===== config.mk =====
export PLATFORM = sky130hd
export DESIGN_NAME = decode_queue_stage
export DESIGN_NICKNAME = d
export VERILOG_FILES = /design/src/rtl/decode_pkg.sv /design/src/rtl/control_unit.sv /design/src/rtl/decode_fifo.sv /design/src/rtl/immediate_generator.sv /design/src/rtl/decode_queue_stage.sv
export SDC_FILE = /design/constraint.sdc
export NUM_CORES = 1
export LEC_CHECK = 0
export CORE_ASPECT_RATIO = 0.75
export CORE_MARGIN = 1
export CORE_UTILIZATION = 53
export CTS_CLUSTER_SIZE = 12
export DETAILED_ROUTE_END_ITERATION = 8
export PLACE_DENSITY_LB_ADDON = 0.12
export SLEW_MARGIN = 40
export SYNTH_ARGS = -nofsm -noshare
export SYNTH_HDL_FRONTEND = slang
export SYNTH_SLANG_ARGS = --single-unit

===== constraint.sdc =====
create_clock -name clk_i -period 10.4 [get_ports clk_i]
set_input_delay 1.56 -clock clk_i [delete_from_list [all_inputs] [get_ports clk_i]]
set_output_delay 1.56 -clock clk_i [all_outputs]
set_load 0.02 [all_outputs]

===== src/rtl/decode_pkg.sv =====
// Shared types for the buffered decode stage: opcode and selector enums,
// the queue entry, the registered decoded bundle and the control word.
// Optional feature macro: DECODE_ILLEGAL_CHECK_EN adds an illegal flag to the bundle.
package decode_pkg;

    localparam int DEFAULT_DEPTH = 2;
    localparam int PTR_WIDTH     = $clog2(DEFAULT_DEPTH);
    // Entries always carry a 64-bit pc; narrower configurations zero-extend.
    localparam int PC_WIDTH_MAX  = 64;

    typedef logic [4:0] register_t;

    typedef enum logic [6:0] {
        OPC_LOAD     = 7'h03,
        OPC_MISC_MEM = 7'h0F,
        OPC_OP_IMM   = 7'h13,
        OPC_AUIPC    = 7'h17,
        OPC_STORE    = 7'h23,
        OPC_OP       = 7'h33,
        OPC_LUI      = 7'h37,
        OPC_BRANCH   = 7'h63,
        OPC_JALR     = 7'h67,
        OPC_JAL      = 7'h6F,
        OPC_SYSTEM   = 7'h73
    } opcode_e;

    typedef enum logic [1:0] {
        ALU_A_RS1  = 2'd0,
        ALU_A_PC   = 2'd1,
        ALU_A_ZERO = 2'd2
    } alu_operand_a_e;

    typedef enum logic [1:0] {
        ALU_B_RS2 = 2'd0,
        ALU_B_IMM = 2'd1
    } alu_operand_b_e;

    typedef enum logic [1:0] {
        WB_ALU = 2'd0,
        WB_MEM = 2'd1,
        WB_PC4 = 2'd2
    } writeback_source_e;

    typedef struct packed {
        logic [PC_WIDTH_MAX-1:0] pc;
        logic [31:0]             instruction;
    } fetch_entry_t;

    typedef struct packed {
        logic [PC_WIDTH_MAX-1:0] pc;
        register_t               rs1_address;
        register_t               rs2_address;
        register_t               rd_address;
        logic [31:0]             immediate;
        alu_operand_a_e          alu_operand_a_selector;
        alu_operand_b_e          alu_operand_b_selector;
        logic                    jump;
        writeback_source_e       writeback_source_selector;
        logic                    write_enable;
`ifdef DECODE_ILLEGAL_CHECK_EN
        logic                    illegal;
`endif
    } decoded_bundle_t;

    typedef struct packed {
        alu_operand_a_e    alu_operand_a_selector;
        alu_operand_b_e    alu_operand_b_selector;
        logic              jump;
        writeback_source_e writeback_source_selector;
        logic              write_enable;
        logic              early_jump;
    } control_t;

    // True when the 7-bit opcode field names one of the supported opcodes.
    function automatic logic is_known_opcode(input logic [6:0] opcode);
        logic known;
        known = 1'b0;
        case (opcode)
            OPC_LOAD, OPC_MISC_MEM, OPC_OP_IMM, OPC_AUIPC, OPC_STORE, OPC_OP,
            OPC_LUI, OPC_BRANCH, OPC_JALR, OPC_JAL, OPC_SYSTEM: known = 1'b1;
            default: known = 1'b0;
        endcase
        return known;
    endfunction

endpackage


===== src/rtl/control_unit.sv =====
// Opcode-driven control decoder: ALU operand selects, jump, writeback source,
// register write enable and the early-jump flag used for JAL redirection.
module control_unit
    import decode_pkg::*;
(
    input  logic [6:0] i_opcode,
    output control_t   o_ctrl
);

    // Map the opcode to its datapath controls; unknown opcodes write nothing.
    always_comb begin
        o_ctrl.alu_operand_a_selector    = ALU_A_RS1;
        o_ctrl.alu_operand_b_selector    = ALU_B_RS2;
        o_ctrl.jump                      = 1'b0;
        o_ctrl.writeback_source_selector = WB_ALU;
        o_ctrl.write_enable              = 1'b0;
        o_ctrl.early_jump                = 1'b0;
        case (i_opcode)
            OPC_LUI: begin
                o_ctrl.alu_operand_a_selector = ALU_A_ZERO;
                o_ctrl.alu_operand_b_selector = ALU_B_IMM;
                o_ctrl.write_enable           = 1'b1;
            end
            OPC_AUIPC: begin
                o_ctrl.alu_operand_a_selector = ALU_A_PC;
                o_ctrl.alu_operand_b_selector = ALU_B_IMM;
                o_ctrl.write_enable           = 1'b1;
            end
            OPC_JAL: begin
                o_ctrl.alu_operand_a_selector    = ALU_A_PC;
                o_ctrl.alu_operand_b_selector    = ALU_B_IMM;
                o_ctrl.jump                      = 1'b1;
                o_ctrl.writeback_source_selector = WB_PC4;
                o_ctrl.write_enable              = 1'b1;
                o_ctrl.early_jump                = 1'b1;
            end
            OPC_JALR: begin
                o_ctrl.alu_operand_b_selector    = ALU_B_IMM;
                o_ctrl.jump                      = 1'b1;
                o_ctrl.writeback_source_selector = WB_PC4;
                o_ctrl.write_enable              = 1'b1;
            end
            OPC_LOAD: begin
                o_ctrl.alu_operand_b_selector    = ALU_B_IMM;
                o_ctrl.writeback_source_selector = WB_MEM;
                o_ctrl.write_enable              = 1'b1;
            end
            OPC_STORE: begin
                o_ctrl.alu_operand_b_selector = ALU_B_IMM;
            end
            OPC_OP_IMM: begin
                o_ctrl.alu_operand_b_selector = ALU_B_IMM;
                o_ctrl.write_enable           = 1'b1;
            end
            OPC_OP: begin
                o_ctrl.write_enable = 1'b1;
            end
            default: begin
            end
        endcase
    end

endmodule


===== src/rtl/decode_fifo.sv =====
// Circular queue of fetched entries. The head is read combinationally so it
// can be decoded in the same cycle it is popped. i_clear returns everything to
// zero; i_discard empties the queue by snapping the read pointer to the write pointer.
module decode_fifo
    import decode_pkg::*;
#(
    parameter int DEPTH = DEFAULT_DEPTH
) (
    input  logic         clk_i,
    input  logic         rst_ni,
    input  logic         i_push,
    input  logic         i_pop,
    input  logic         i_clear,
    input  logic         i_discard,
    input  fetch_entry_t i_entry,
    output fetch_entry_t o_head,
    output logic         o_empty,
    output logic         o_full
);

    localparam int PW = $clog2(DEPTH);

    fetch_entry_t  r_mem [DEPTH];
    logic [PW-1:0] r_wptr;
    logic [PW-1:0] r_rptr;
    logic [PW:0]   r_count;
    logic          w_push;
    logic          w_pop;

    assign o_empty = (r_count == '0);
    assign o_full  = (r_count == (PW + 1)'(DEPTH));
    assign o_head  = r_mem[r_rptr];

    // Clear and discard take precedence over ordinary traffic.
    assign w_push = i_push && !o_full && !i_clear && !i_discard;
    assign w_pop  = i_pop && !o_empty && !i_clear && !i_discard;

    // Entry storage: written at the write pointer, no reset needed.
    always_ff @(posedge clk_i) begin
        if (w_push) begin
            r_mem[r_wptr] <= i_entry;
        end
    end

    // Pointer and occupancy bookkeeping; DEPTH is a power of two so pointers wrap naturally.
    always_ff @(posedge clk_i or negedge rst_ni) begin
        if (!rst_ni) begin
            r_wptr  <= '0;
            r_rptr  <= '0;
            r_count <= '0;
        end else if (i_clear) begin
            r_wptr  <= '0;
            r_rptr  <= '0;
            r_count <= '0;
        end else if (i_discard) begin
            r_rptr  <= r_wptr;
            r_count <= '0;
        end else begin
            if (w_push) begin
                r_wptr <= r_wptr + PW'(1);
            end
            if (w_pop) begin
                r_rptr <= r_rptr + PW'(1);
            end
            case ({w_push, w_pop})
                2'b10:   r_count <= r_count + (PW + 1)'(1);
                2'b01:   r_count <= r_count - (PW + 1)'(1);
                default: r_count <= r_count;
            endcase
        end
    end

endmodule


===== src/rtl/immediate_generator.sv =====
// Immediate generator: assembles the sign-extended I/S/B/U/J immediate
// selected by the opcode; opcodes without an immediate produce zero.
module immediate_generator
    import decode_pkg::*;
(
    input  logic [31:0] i_instruction,
    output logic [31:0] o_immediate
);

    // Pick the immediate format from the opcode field.
    always_comb begin
        o_immediate = '0;
        case (i_instruction[6:0])
            OPC_LOAD, OPC_OP_IMM, OPC_JALR, OPC_SYSTEM, OPC_MISC_MEM:
                o_immediate = {{20{i_instruction[31]}}, i_instruction[31:20]};
            OPC_STORE:
                o_immediate = {{20{i_instruction[31]}}, i_instruction[31:25],
                               i_instruction[11:7]};
            OPC_BRANCH:
                o_immediate = {{19{i_instruction[31]}}, i_instruction[31], i_instruction[7],
                               i_instruction[30:25], i_instruction[11:8], 1'b0};
            OPC_LUI, OPC_AUIPC:
                o_immediate = {i_instruction[31:12], 12'h000};
            OPC_JAL:
                o_immediate = {{11{i_instruction[31]}}, i_instruction[31], i_instruction[19:12],
                               i_instruction[20], i_instruction[30:21], 1'b0};
            default:
                o_immediate = '0;
        endcase
    end

endmodule


===== src/rtl/decode_queue_stage.sv =====
// Buffered decode stage: queues fetched {pc, instruction} entries, decodes the
// head and registers the bundle behind a valid/ready handshake. JAL is resolved
// early with a one-cycle redirect that discards the wrong-path entries.
// Optional feature macro: DECODE_ILLEGAL_CHECK_EN adds illegal_o.
module decode_queue_stage
    import decode_pkg::*;
#(
    parameter int DEPTH    = 2,
    parameter int PC_WIDTH = 32
) (
    input  logic                    clk_i,
    input  logic                    rst_ni,
    input  logic                    fetch_valid_i,
    output logic                    fetch_ready_o,
    input  logic [PC_WIDTH-1:0]     fetch_pc_i,
    input  logic [31:0]             fetch_instruction_i,
    input  logic                    flush_i,
    output logic                    dec_valid_o,
    input  logic                    dec_ready_i,
    output logic [PC_WIDTH-1:0]     dec_pc_o,
    output register_t               rs1_address_o,
    output register_t               rs2_address_o,
    output register_t               rd_address_o,
    output logic [31:0]             immediate_o,
    output alu_operand_a_e          alu_operand_a_selector_o,
    output alu_operand_b_e          alu_operand_b_selector_o,
    output logic                    jump_o,
    output writeback_source_e       writeback_source_selector_o,
    output logic                    write_enable_o,
    output logic                    redirect_valid_o,
    output logic [PC_WIDTH-1:0]     redirect_target_o
`ifdef DECODE_ILLEGAL_CHECK_EN
    ,
    output logic                    illegal_o
`endif
);

    fetch_entry_t          w_push_entry;
    fetch_entry_t          w_head;
    logic                  w_empty;
    logic                  w_full;
    logic                  w_load;
    logic                  w_early_jump;
    logic                  w_push;
    logic                  w_illegal;
    control_t              w_ctrl;
    logic [31:0]           w_immediate;
    logic [PC_WIDTH-1:0]   w_target;
    decoded_bundle_t       w_decoded;
    decoded_bundle_t       r_bundle;
    logic                  r_dec_valid;
    logic                  r_redirect_valid;
    logic [PC_WIDTH-1:0]   r_redirect_target;
    logic                  w_unused_pc_bits;

    assign w_push_entry.pc          = PC_WIDTH_MAX'(fetch_pc_i);
    assign w_push_entry.instruction = fetch_instruction_i;

    decode_fifo #(
        .DEPTH (DEPTH)
    ) u_fifo (
        .clk_i     (clk_i),
        .rst_ni    (rst_ni),
        .i_push    (w_push),
        .i_pop     (w_load),
        .i_clear   (flush_i),
        .i_discard (w_early_jump),
        .i_entry   (w_push_entry),
        .o_head    (w_head),
        .o_empty   (w_empty),
        .o_full    (w_full)
    );

    control_unit u_control_unit (
        .i_opcode (w_head.instruction[6:0]),
        .o_ctrl   (w_ctrl)
    );

    immediate_generator u_immediate_generator (
        .i_instruction (w_head.instruction),
        .o_immediate   (w_immediate)
    );

`ifdef DECODE_ILLEGAL_CHECK_EN
    assign w_illegal = !is_known_opcode(w_head.instruction[6:0])
                       || (w_head.instruction[1:0] != 2'b11);
`else
    assign w_illegal = 1'b0;
`endif

    // While a redirect is in flight, fetch is still on the wrong path.
    assign fetch_ready_o = !w_full && !r_redirect_valid;

    assign w_load       = !w_empty && (!r_dec_valid || dec_ready_i) && !flush_i;
    assign w_early_jump = w_load && w_ctrl.early_jump && !w_illegal;
    // A fetch arriving alongside an early jump is on the wrong path and is dropped.
    assign w_push       = fetch_valid_i && fetch_ready_o && !flush_i && !w_early_jump;

    // Jump target wraps modulo 2^PC_WIDTH.
    assign w_target = w_head.pc[PC_WIDTH-1:0] + PC_WIDTH'($signed(w_immediate));

    // Assemble the decoded bundle for the queue head.
    always_comb begin
        w_decoded                           = '0;
        w_decoded.pc                        = w_head.pc;
        w_decoded.rs1_address               = w_head.instruction[19:15];
        w_decoded.rs2_address               = w_head.instruction[24:20];
        w_decoded.rd_address                = w_head.instruction[11:7];
        w_decoded.immediate                 = w_immediate;
        w_decoded.alu_operand_a_selector    = w_ctrl.alu_operand_a_selector;
        w_decoded.alu_operand_b_selector    = w_ctrl.alu_operand_b_selector;
        w_decoded.jump                      = w_ctrl.jump;
        w_decoded.writeback_source_selector = w_ctrl.writeback_source_selector;
        w_decoded.write_enable              = w_ctrl.write_enable && !w_illegal;
`ifdef DECODE_ILLEGAL_CHECK_EN
        w_decoded.illegal                   = w_illegal;
`endif
    end

    // Output handshake: load on an empty or accepted slot, drain when nothing follows.
    always_ff @(posedge clk_i or negedge rst_ni) begin
        if (!rst_ni) begin
            r_dec_valid <= 1'b0;
        end else if (flush_i) begin
            r_dec_valid <= 1'b0;
        end else if (w_load) begin
            r_dec_valid <= 1'b1;
        end else if (r_dec_valid && dec_ready_i) begin
            r_dec_valid <= 1'b0;
        end
    end

    // Bundle payload: changes only on a load, so it is stable under backpressure and flush.
    always_ff @(posedge clk_i or negedge rst_ni) begin
        if (!rst_ni) begin
            r_bundle <= '0;
        end else if (w_load) begin
            r_bundle <= w_decoded;
        end
    end

    // Redirect: one-cycle pulse per early jump; the target holds between jumps.
    always_ff @(posedge clk_i or negedge rst_ni) begin
        if (!rst_ni) begin
            r_redirect_valid  <= 1'b0;
            r_redirect_target <= '0;
        end else if (flush_i) begin
            r_redirect_valid  <= 1'b0;
        end else begin
            r_redirect_valid <= w_early_jump;
            if (w_early_jump) begin
                r_redirect_target <= w_target;
            end
        end
    end

    // The stored pc is 64 bits wide; only the low PC_WIDTH bits leave the stage.
    assign w_unused_pc_bits = ^r_bundle.pc;

    assign dec_valid_o                 = r_dec_valid;
    assign dec_pc_o                    = r_bundle.pc[PC_WIDTH-1:0];
    assign rs1_address_o               = r_bundle.rs1_address;
    assign rs2_address_o               = r_bundle.rs2_address;
    assign rd_address_o                = r_bundle.rd_address;
    assign immediate_o                 = r_bundle.immediate;
    assign alu_operand_a_selector_o    = r_bundle.alu_operand_a_selector;
    assign alu_operand_b_selector_o    = r_bundle.alu_operand_b_selector;
    assign jump_o                      = r_bundle.jump;
    assign writeback_source_selector_o = r_bundle.writeback_source_selector;
    assign write_enable_o              = r_bundle.write_enable;
    assign redirect_valid_o            = r_redirect_valid;
    assign redirect_target_o           = r_redirect_target;
`ifdef DECODE_ILLEGAL_CHECK_EN
    assign illegal_o                   = r_bundle.illegal;
`endif

endmodule


==> results of run 1 <==
==> final cells by class <==
cell class / instances / share of cell area [%]
clock inverters: 4 / 0.336
multi-input cells: 648 / 28.9
clock buffers: 42 / 4.88
flip-flops and latches: 252 / 49.2
well taps: 282 / 2.50
repair buffers: 197 / 13.8
inverters: 14 / 0.372
==> critical path, cell delays in order (launching register included) <==
cell,delay [ps]
dfrtp_4,710
buf_4,650
mux2i_1,450
nor2_1,110
nand3b_1,600
inv_1,90
nor2_1,470
o21ai_0,330
ha_1,430
and3_1,270
nand4_1,120
a211oi_1,380
nor3_1,140
o31ai_1,420
a221oi_1,160
xor2_1,160
o21ai_0,160
==> path summary, 6_finish.rpt <==
| path | slack, ps | to | start | cells past startpoint |
|---|---|---|---|---|
| worst max-delay path | 4630 | redirect_target_o[30] | u_fifo.r_rptr | 16 |
| worst min-delay path | 470 | dec_pc_o[18] | dec_pc_o[18] | 2 |
| worst max register to register | 4630 | redirect_target_o[30] | u_fifo.r_rptr | 16 |
| worst min register to register | 470 | dec_pc_o[18] | dec_pc_o[18] | 2 |
| max in group asynchronous | 8130 | redirect_target_o[2] | rst_ni | 2 |
| min in group asynchronous | 1050 | dec_pc_o[15] | rst_ni | 1 |
==> power breakdown <==
part | leakage, nW | switching (mW) | internal (mW)
clock | 0.352 | 0.359 | 0.474
sequential | 2.82 | 0.0967 | 1.20
combinational | 2.68 | 0.529 | 0.418
==> through the flow <==
stage	total power [mW]	hold WS, ps
6_report	3.08	471
5_1_grt	3.22	491
4_1_cts	3.10	478
3_5_place_dp	2.26	462
3_3_place_gp	2.24	455
2_1_floorplan	1.84	525
==> sequential cells by signal, summed over array words and instances (netlist names) <==
register	count
u_fifo.r_count	2
u_fifo.r_mem	128
u_fifo.r_rptr	1
rs1_address_o	5
alu_operand_a_selector_o	2
write_enable_o	1
dec_pc_o	32
redirect_target_o	32
jump_o	1
redirect_valid_o	1
immediate_o	32
alu_operand_b_selector_o	1
dec_valid_o	1
writeback_source_selector_o	2
rd_address_o	5
rs2_address_o	5
u_fifo.r_wptr	1
==> cells by family after synthesis <==
logic type,Yosys count,share of synthesized area (%)
DFF,252,61.9
AOI/OAI and AO/OA,190,10.8
adders and majority gates,32,3.63
xor gates and xnor gates,26,2.10
and+or+nand+nor,325,12.4
muxes,74,7.14
buffers and inverters,54,2.00
other,1,0.0334
==> cell usage in the layout (no fill, tap or decap), types with 12 or more instances in the layout <==
master and count:
mux2i_1 31, o21ai_0 69, edfxtp_1 128, nor2_1 36
clkbuf_1 17, mux2_2 41, dfrtp_1 123, ha_1 31
a21o_1 20, clkbuf_16 25, o31ai_1 12, a21oi_1 30
xnor2_1 14, inv_1 14, clkdlybuf4s50_1 188, nand2_1 227
==> routing by layer <==
metal | share of wire, % | GRT usage (%)
met5 | 0 | 0
met4 | 1.9 | 5.46
met3 | 7.0 | 3.92
met2 | 41 | 35.3
met1 | 50 | 41.7
==> results.py, run 1 <==
metrics = {
    "sta": {
        "period_share_pct": 55.4,
        "finalClockSkew_ps": 13.7,
        "tns_ps": 0,
        "hold_viol_final": 0,
        "max_slew.worst_pin.slew_ps": 821,
        "setup_viol": 0,
        "timing.fmax_mhz": 173,
        "setup_ws_ps": 4630,
        "min_period_ps": 5770,
        "rsz0062_at_grt": "no",
        "slew_headroom_pct": 45.1,
        "finalMaxSlewViolations": 0,
    },
    "route": {
        "routed_wl_mm": 27.1,
        "dr.first_iter.drc_count": 740,
        "post_drt_wl_per_cell_um": 18.9,
        "vias": 7980,
        "avgViaCountPerCell": 5.55,
        "drcViolationCount": 0,
        "antenna_left": 0,
        "dr.pass1.iters": 5,
    },
    "cells_and_area": {
        "multi_input_area_mm2": 0.00409,
        "regArea_mm2": 0.00695,
        "final_util_pct": 69.0,
        "stdcell_count": 1439,
        "layout-drive-gt1-share_pct": 9.16,
        "antenna_cells": 0,
        "syn2layout_area_growth_pct": 25.9,
        "design_area_mm2": 0.0141,
        "fillers": 1535,
        "finalNetCount": 1239,
    },
    "synth": {
        "synth.distinct_cells": 65,
        "synth_edf_count": 128,
        "syn-num-nets": 1055,
        "yosysTopAreaCell": "edfxtp_1",
        "synth.area.top_cells": "edfxtp_1 34%, dfrtp_1 28%, nand2_1 7.6%",
        "synth_cells": 954,
        "synth_area_mm2": 0.0112,
        "synthArstFlopShare_pct": 49.2,
        "yosys_warnings": 0,
        "ys_ff_latch": 252,
        "synth_ff_type": "edfxtp_1",
        "ys_seq_area_share_pct": 61.9,
        "synth_common_cells": "228 x nand2_1, 128 x edfxtp_1, 124 x dfrtp_1",
        "synth_most_common_cell": "nand2_1",
        "syn_area_per_cell_um2": 11.8,
        "synth_top_area_share_pct": 34.2,
    },
    "grt": {
        "grt_overflow": 0,
        "grt_util_all_layers_pct": 25.5,
        "grt_pass1_vias": 7482,
        "grt_pass1_wl_mm": 42.0,
        "grt_max_degree": 107,
        "antenna_found_initial": 0,
    },
    "cts": {
        "clkTransAtPathRegs_ps": 60,
        "ctsHtreeMaxLevel": 1,
        "cts_tree": "done",
        "cts_resized": 0,
        "postCtsHoldBufs": 0,
        "cts_num_sinks": 252,
        "cts_setup_buffers": 0,
        "cts_root_buf": "clkbuf_16",
        "clock_latency_ps": 520,
        "cts_buffers": 25,
        "clockBufferDepth": 3,
    },
    "place": {
        "dp.cells": 1393,
        "pre_cts_slack_ps": 4630,
        "port_buffers": 189,
        "place_congestion": 0.933,
        "dpl_cell_area_mm2": 0.0134,
        "dp_hpwl_mm": 19.1,
    },
    "setup_path": {
        "start_kind": "flop",
        "endpoint_kind": "flop",
        "critPathArrivalTime_ps": 6190,
        "crit_fanout": 44,
        "worst-setup-path-type": "reg2reg",
        "cp.required_ps": 10820,
    },
    "pwr": {
        "p_per_area_mw_per_mm2": 218,
        "ir_drop_v": 0.000144,
        "p_leak_nw": 5.85,
    },
    "status": {
        "status": "finished clean",
    },
    "die": {
        "core-area_mm2": 0.0205,
        "die_w_um": 170,
        "die_area_mm2": 0.0218,
        "rows": 45,
        "initial_core_util_pct": 54.8,
        "die_y_um": 128,
        "ioPinCount": 191,
    },
    "job": {
        "maxCapViolations": 0,
    },
    "min_path": {
        "hold_path.class": "reg2reg",
    },
}
No activity file was read; power rests on OpenSTA's default activity.
==> run 2, diff against run 1 <==
CORE_UTILIZATION = 48   (was 53)
clock period = 4.9 ns   (was 10.4 ns; I/O delays follow)
==> results.py, run 2 (synthesized netlist as in run 1, its figures left out) <==
metrics = {
    "place": {
        "dpl_cell_area_mm2": 0.0136,
        "dp_hpwl_mm": 20.7,
        "place_congestion": 0.905,
        "pre_cts_slack_ps": 366,
        "port_buffers": 189,
    },
    "cells_and_area": {
        "antenna_cells": 0,
        "final_common_cell": "nand2_1",
        "fillers": 1876,
        "final_cell_mix": "227 x nand2_1, 188 x clkdlybuf4s50_1, 128 x edfxtp_1, 123 x dfrtp_1, 69 x o21ai_0",
        "multi_input_area_mm2": 0.00410,
        "design_area_mm2": 0.0143,
        "regArea_mm2": 0.00695,
        "layout-drive-gt1-share_pct": 10.7,
        "finalNetCount": 1255,
        "regMostFlops": "u_fifo.r_mem",
        "largest_reg_flops": 128,
        "syn2layout_area_growth_pct": 27.7,
    },
    "grt": {
        "grt_pass1_vias": 7674,
        "grt_pass1_wl_mm": 44.4,
        "grt_max_degree": 105,
        "antenna_found_initial": 1,
        "grt_overflow": 0,
        "grt_util_all_layers_pct": 24.4,
    },
    "sta": {
        "max_slew.worst_pin.slew_ps": 810,
        "min_period_ps": 4600,
        "rsz0062_at_grt": "no",
        "slew_headroom_pct": 46.0,
        "setup_viol": 0,
        "hold_viol_final": 0,
        "setup_ws_ps": 299,
        "timing.fmax_mhz": 217,
        "finalClockSkew_ps": 12.3,
        "period_share_pct": 93.9,
        "finalMaxSlewViolations": 0,
    },
    "route": {
        "vias": 8110,
        "avgViaCountPerCell": 5.51,
        "antenna_left": 0,
        "dr.pass1.iters": 5,
        "post_drt_wl_per_cell_um": 19.7,
        "drcViolationCount": 0,
        "dr.first_iter.drc_count": 658,
        "routed_wl_mm": 29.0,
    },
    "setup_path": {
        "start_kind": "flop",
        "cp.required_ps": 5290,
        "endpoint_kind": "flop",
        "r2r-end": "redirect_target_o[31]",
        "crit_start": "u_fifo.r_rptr",
        "crit_fanout": 14,
        "ff2ff_path_depth": 15,
        "rr_startpoint": "u_fifo.r_rptr",
        "critPathArrivalTime_ps": 4990,
        "r2r_slack_ps": 300,
        "worst-setup-path-type": "reg2reg",
    },
    "cts": {
        "clkTransAtPathRegs_ps": 60,
        "cts_buffers": 26,
        "postCtsHoldBufs": 0,
        "ctsHtreeMaxLevel": 1,
        "clockBufferDepth": 3,
        "clock_latency_ps": 530,
        "cts_root_buf": "clkbuf_16",
        "cts_num_sinks": 252,
        "cts_tree": "done",
    },
    "die": {
        "core-area_mm2": 0.0230,
        "initial_core_util_pct": 48.8,
        "ioPinCount": 191,
        "die_area_mm2": 0.0240,
        "rows": 48,
        "die_y_um": 134,
        "die_w_um": 179,
    },
    "min_path": {
        "hold_path.class": "in2async",
    },
    "job": {
        "maxCapViolations": 0,
    },
    "pwr": {
        "p_per_area_mw_per_mm2": 465,
        "ir_drop_v": 0.000270,
        "p_leak_nw": 5.94,
    },
    "status": {
        "status": "finished clean",
    },
}
==> run 2: critical path: stages, from the launching register on <==
cell and delay [ps]:
dfrtp_4 570, mux2_4 390, or3_1 380, a2111o_1 430, and3b_4 260, or2_1 430, o21ai_2 160, ha_1 340
a21o_1 220, or3_1 310, o32a_1 160, o21ai_0 150, nand3_1 170, o221ai_1 240, xnor2_1 170, o21ai_2 70
==> run 2: layer usage <==
layer / vias up / track usage [%] / wire, um
met5: - / 0 / 17
met4: 2 / 5.46 / 509
met3: 36 / 4.88 / 2210
met2: 279 / 33.4 / 11900
met1: 3985 / 39.3 / 14400
li1: 3808 / - / -
==> run 2: timing repair <==
action,in CTS,in global routing
setup endpoints to repair,0,2
resized for setup,0,1
setup buffers,0,0
==> run 2: worst max path at each step <==
stage               slack, ps                    end  cells after the start
floorplan               -1150     u_fifo.r_mem[1][0]                      8
global route               30  redirect_target_o[30]                     17
global placement          440  redirect_target_o[31]                     15
CTS                       330  redirect_target_o[31]                     15
detailed placement        370  redirect_target_o[31]                     15
finish                    300  redirect_target_o[31]                     15
==> run 2: per-stage QoR <==
stage | instances | hold WS (ps) | util, % | power, mW | TNS (ps)
after floorplan | 954 | 439 | - | 3.91 | -145600
after global placement | 1426 | 456 | 58.9 | 4.85 | 0
after detailed placement | 1426 | 461 | 58.9 | 4.87 | 0
after CTS | 1473 | 219 | 62.3 | 6.72 | 0
after global routing | 1473 | 232 | 62.3 | 6.99 | 0
final | 1473 | 190 | 62.3 | 6.67 | 0
==> run 2: area by class of cell <==
class	count	area share, %
Tap cell	300	2.62
Clock buffer	43	5.19
Sequential cell	252	48.5
Inverter	14	0.366
Timing Repair Buffer	212	14.5
Multi-Input combinational cell	648	28.6
Clock inverter	4	0.227
==> run 2: where the power goes <==
part | leakage (nW) | total (mW) | switching [mW] | internal (mW)
registers | 2.82 | 2.75 | 0.195 | 2.55
clock network | 0.371 | 1.82 | 0.790 | 1.03
logic | 2.76 | 2.10 | 1.18 | 0.913
